==> src/rtl/fetch_pc_stage.sv <==
// Instruction-fetch stage: owns the PC, loads the IF/ID register, and sequences
// the post-reset boot bubble, stall, redirect/flush and halt detection.
module fetch_pc_stage #(
  parameter logic [31:0] RESET_PC  = 32'h0000_0000,
  parameter logic [31:0] HALT_WORD = 32'hFFFF_FFFF,
  parameter logic [31:0] NOP_WORD  = 32'h0000_0000
) (
  input  logic        clk_in,
  input  logic        reset_in,
  input  logic [31:0] pc_plus4_in,
  input  logic [31:0] instr_data_in,
  input  logic        stall_in,
  input  logic        redirect_in,
  input  logic [31:0] redirect_pc_in,
  output logic [31:0] pc_out,
  output logic [31:0] if_id_instr_out,
  output logic [31:0] if_id_pc4_out,
  output logic        if_id_valid_out,
  output logic        halted_out
);

  typedef enum logic [1:0] {
    ST_BOOT   = 2'b00,
    ST_RUN    = 2'b01,
    ST_HALT   = 2'b10,
    ST_UNUSED = 2'b11
  } state_t;

  state_t      state_q;
  logic [31:0] pc_q;
  logic [31:0] instr_q;
  logic [31:0] pc4_q;
  logic        valid_q;
  logic        halted_q;

  logic fetch_is_halt;
  assign fetch_is_halt = (instr_data_in == HALT_WORD);

  always_ff @(posedge clk_in) begin
    if (reset_in) begin
      state_q  <= ST_BOOT;
      pc_q     <= RESET_PC;
      instr_q  <= NOP_WORD;
      pc4_q    <= 32'h0000_0000;
      valid_q  <= 1'b0;
      halted_q <= 1'b0;
    end else begin
      case (state_q)
        ST_BOOT: begin
          // One bubble cycle before the first real fetch; stall/redirect ignored.
          state_q  <= ST_RUN;
          pc_q     <= RESET_PC;
          instr_q  <= NOP_WORD;
          pc4_q    <= 32'h0000_0000;
          valid_q  <= 1'b0;
          halted_q <= 1'b0;
        end

        ST_RUN: begin
          if (redirect_in) begin
            // A redirect overrides a concurrent stall: the wrong-path fetch is dropped.
            pc_q    <= redirect_pc_in;
            instr_q <= NOP_WORD;
            pc4_q   <= 32'h0000_0000;
            valid_q <= 1'b0;
          end else if (!stall_in) begin
            instr_q <= instr_data_in;
            pc4_q   <= pc_plus4_in;
            valid_q <= 1'b1;
            if (fetch_is_halt) begin
              state_q  <= ST_HALT;
              halted_q <= 1'b1;
            end else begin
              pc_q <= pc_plus4_in;
            end
          end
        end

        ST_HALT: begin
          if (redirect_in) begin
            // The halt was on a mispredicted path; resume at the target.
            state_q  <= ST_RUN;
            halted_q <= 1'b0;
            pc_q     <= redirect_pc_in;
            instr_q  <= NOP_WORD;
            pc4_q    <= 32'h0000_0000;
            valid_q  <= 1'b0;
          end else if (!stall_in) begin
            instr_q <= NOP_WORD;
            pc4_q   <= 32'h0000_0000;
            valid_q <= 1'b0;
          end
        end

        default: begin
          state_q  <= ST_BOOT;
          pc_q     <= RESET_PC;
          instr_q  <= NOP_WORD;
          pc4_q    <= 32'h0000_0000;
          valid_q  <= 1'b0;
          halted_q <= 1'b0;
        end
      endcase
    end
  end

  assign pc_out          = pc_q;
  assign if_id_instr_out = instr_q;
  assign if_id_pc4_out   = pc4_q;
  assign if_id_valid_out = valid_q;
  assign halted_out      = halted_q;

endmodule

==> config.mk <==
export PLATFORM = sky130hd
export DESIGN_NAME = fetch_pc_stage
export DESIGN_NICKNAME = d
export VERILOG_FILES = /design/src/rtl/fetch_pc_stage.sv
export SDC_FILE = /design/constraint.sdc
export NUM_CORES = 1
export LEC_CHECK = 0
export ABC_CLOCK_PERIOD_IN_PS = 1800
export CAP_MARGIN = 30
export CORE_MARGIN = 2
export CORE_UTILIZATION = 36
export DETAILED_ROUTE_END_ITERATION = 8
export PLACE_DENSITY = 0.74
export SETUP_SLACK_MARGIN = 0.15
export SLEW_MARGIN = 0
export SYNTH_ARGS = -nofsm -noshare
export SYNTH_HDL_FRONTEND = slang
export SYNTH_SLANG_ARGS = --single-unit
==> constraint.sdc <==
create_clock -name clk_in -period 1.8 [get_ports clk_in]
set_input_delay 0.18 -clock clk_in [delete_from_list [all_inputs] [get_ports clk_in]]
set_output_delay 0.18 -clock clk_in [all_outputs]
set_load 0.005 [all_outputs]
==> impl_metrics.env <==
export IMPL_finalSetupViolCount=0
export IMPL_synthArstFlopShare=0
export IMPL_final_design_area_excluding_fillers_mm2=0.00732
export IMPL_cts_sinks=99
export IMPL_synth_sequential_area_ratio=0.469
export IMPL_dpl_cell_area_mm2=0.00650
export IMPL_synth_edff_count=0
export IMPL_synth_largest_type_area_fraction=0.469
export IMPL_unrepaired_setup_endpoints_after_global_routing="true"
export IMPL_max_freq_mhz=622
export IMPL_synth_top_cells_by_area="sky130_fd_sc_hd__dfxtp_1 47%, sky130_fd_sc_hd__a22oi_1 11%, sky130_fd_sc_hd__a22o_1 6.6%"
export IMPL_cts_htree_levels=3
export IMPL_timing_critical_path_slowest_stage_cell="sky130_fd_sc_hd__dfxtp_2"
export IMPL_timing_final_ws_setup_ns=0.192
export IMPL_synth_net_count=552
export IMPL_crit_path_max_incr_delay_ns=0.37
export IMPL_power_per_cell_area_mw_per_mm2=725
export IMPL_min_period_ns=1.61
export IMPL_start_util=0.370
export IMPL_grtUsageTotal=0.237
export IMPL_routed_wl_mm=16.5
export IMPL_drt_pass1_iterations=5
export IMPL_num_io_pins=198
export IMPL_grt_pass1_wl_mm=24.1
export IMPL_finalClockSkew_ns=0.00477
export IMPL_total_leakage_power_nw=2.79
export IMPL_cp_data_required_time_ns=2.01
export IMPL_outcome="complete, no violations"
export IMPL_path_max_fanout=12
export IMPL_final_fill_count=919
export IMPL_max_vdd_ir_drop_v=0.000459
export IMPL_place_hpwl_mm=10.3
export IMPL_preCtsSetupSlack_ns=-0.344
export IMPL_area_of_the_mapped_netlist_mm2=0.00423
export IMPL_post_route_cells_drive_above_1_share=0.150
export IMPL_crit_type="flip-flop to flip-flop"
export IMPL_hold_class="input pin to flip-flop"
export IMPL_core_rowCount=39
export IMPL_dieArea_mm2=0.0126
export IMPL_largest_net_degree_at_the_start_of_global_routing=46
export IMPL_fp_coreArea_mm2=0.0114
export IMPL_worstMarginPinSlew_ns=0.608
export IMPL_worst_slew_margin_rel=0.595
export IMPL_pwr_share_clk=0.395
export IMPL_worst_skew_pair_late_latency_ns=0.35
export IMPL_path_cells="inv_1 -> ha_4 -> a21o_4 -> clkbuf_16 -> a22o_1 -> o2111ai_1 -> a21oi_1"
export IMPL_synth_common_cells="99 x sky130_fd_sc_hd__dfxtp_1, 69 x sky130_fd_sc_hd__nor2_1, 64 x sky130_fd_sc_hd__a22oi_1"
export IMPL_drtAntennaViolNets=0
export IMPL_grt_overflow_total=0
export IMPL_synth_area_per_cell_um2=9.43
export IMPL_critPathCaptureType="flip-flop"
export IMPL_ctsRootBufferMaster="sky130_fd_sc_hd__clkbuf_16"
export IMPL_detailed_route_vias_per_instance=5.81
export IMPL_place_gp_congestion=0.774
export IMPL_comb_power_share=0.177
export IMPL_report_power_total_mw=5.31
export IMPL_synth_warning_count=0
export IMPL_cell_internal_pwr_mw=4.00
export IMPL_initial_antenna_violation_count=0
export IMPL_share_of_the_clock_period_used_by_the_worst_path=0.894
export IMPL_antenna_cells=0
export IMPL_count_of_vias_placed_by_the_detailed_router=4681
export IMPL_postSynthRegisterBits=99
export IMPL_wire_per_inst_um=20.5
export IMPL_crit_path_start_kind="flip-flop"
export IMPL_violation_count_after_the_first_detailed_routing_iteration=288
export IMPL_swShare=0.247
export IMPL_nets_finish=761
export IMPL_cts_path_max_buffers=2
export IMPL_cp_arrival_ns=1.82
export IMPL_drc_errors=0
export IMPL_die_w_um=112
export IMPL_areaGrowthSynthToFinish_pct=73.3
export IMPL_chipHeight_um=112
export IMPL_power_switching_mw=1.31
export IMPL_post_synth_num_cell_types=26
export IMPL_yosysTopAreaCell="sky130_fd_sc_hd__dfxtp_1"
export IMPL_final_setup_tns_ns=0
export IMPL_clkSlewWorstSetupHoldPaths_ns=0.07
export IMPL_post_route_util=0.641
export IMPL_tritoncts="done"
export IMPL_syn_inst=448
export IMPL_cts_buffers=9
export IMPL_timing_final_hold_violations=0
export IMPL_report_final_slew_viol_count=0
export IMPL_synth_top_flop_cell="sky130_fd_sc_hd__dfxtp_1"
export IMPL_vias_in_the_first_global_route=4737
export IMPL_family_with_the_most_delay_on_the_worst_path="compound AO/OA/AOI/OAI gates"
export IMPL_max_cap_viol_count=0
export IMPL_port_buffer_count=197
export IMPL_critical_path_n_buffers_inverters=2
export IMPL_power_sequential_fraction=0.427
export IMPL_post_synth_top_count_cell="sky130_fd_sc_hd__dfxtp_1"
==> registers in the layout, summed over array words and instances (netlist names) <==
signal and count:
if_id_valid_out 1, if_id_instr_out 32, if_id_pc4_out 32, state_q 2, pc_out 32
==> power groups by stage <==
stage / clock, mW / combinational, mW / sequential (mW)
after global placement: 0 / 0.846 / 2.31
after detailed placement: 0 / 0.864 / 2.32
after floorplan: 0 / 0.355 / 2.32
after CTS: 2.13 / 0.882 / 2.27
final: 2.10 / 0.943 / 2.27
after global routing: 2.22 / 0.997 / 2.27
==> through the flow <==
stage	instances	hold WS [ns]
finish	805	0.141
global route	805	0.136
CTS	797	0.257
detailed placement	774	0.482
global placement	774	0.469
floorplan	448	0.342
==> path summary, 6_finish.rpt <==
kind	startpoint	end	slack, ns	cells after the start
worst min register to register	if_id_valid_out	if_id_valid_out	0.50	2
worst min-delay path	instr_data_in[30]	if_id_instr_out[30]	0.14	3
worst max-delay path	state_q[1]	pc_out[11]	0.19	7
worst max register to register	state_q[1]	pc_out[11]	0.19	7
==> placed cells by master (no fill, tap or decap), drive strengths merged, types with 32 or more instances in the layout <==
| cell type | instances |
|---|---|
| clkdlybuf4s50 | 164 |
| dfxtp | 99 |
| nor2 | 69 |
| a22oi | 64 |
| buf | 49 |
| a21oi | 38 |
| a22o | 32 |
| o211ai | 32 |
| dlymetal6s2s | 32 |
| o2111ai | 32 |
==> final cells by class <==
| type | instances | area, um^2 | share of cell area |
|---|---|---|---|
| inverters | 2 | 7.51 | 0.00102 |
| clock buffers | 10 | 239 | 0.0326 |
| clock inverters | 6 | 88.8 | 0.0121 |
| well taps | 143 | 179 | 0.0244 |
| repair buffers | 251 | 2720 | 0.372 |
| multi-input cells | 294 | 2100 | 0.287 |
| flip-flops and latches | 99 | 1990 | 0.271 |
==> repair_timing <==
item | 4_1_cts | 5_1_grt
resized for setup | 12 | 51
endpoints found under the setup margin | 85 | 90
pin swaps | 7 | 21
hold buffers | 0 | 0
setup buffers | 3 | 2
cloned | 4 | 6
==> worst reg2reg max path, delay by kind of cell (launching register included) <==
kind | cells | cell delay [ns]
flip-flops | 1 | 0.37
adder cells (fa/ha/maj) | 1 | 0.19
AO/OA/AOI/OAI | 4 | 0.63
buffers and inverters | 2 | 0.28
==> cell families (layout without fill, tap and decap cells) <==
kind of cell             after synthesis  count (layout)  share of synthesized area
buffers and inverters                 58             269                     0.0746
AO/OA/AOI/OAI                        197             200                      0.348
AND/OR/NAND/NOR                       89              89                     0.0944
flip-flops                            99              99                      0.469
multiplexers                           1               1                    0.00237
adder cells (fa/ha/maj)                4               4                     0.0118
==> per-layer routing <==
metal	GRT usage	vias up	share of wire
met5	0	-	0
met4	0.101	0	0.025
met3	0.0524	34	0.072
met2	0.408	210	0.50
met1	0.284	2287	0.40
li1	-	2150	-
(Power assumes the default switching activity.)
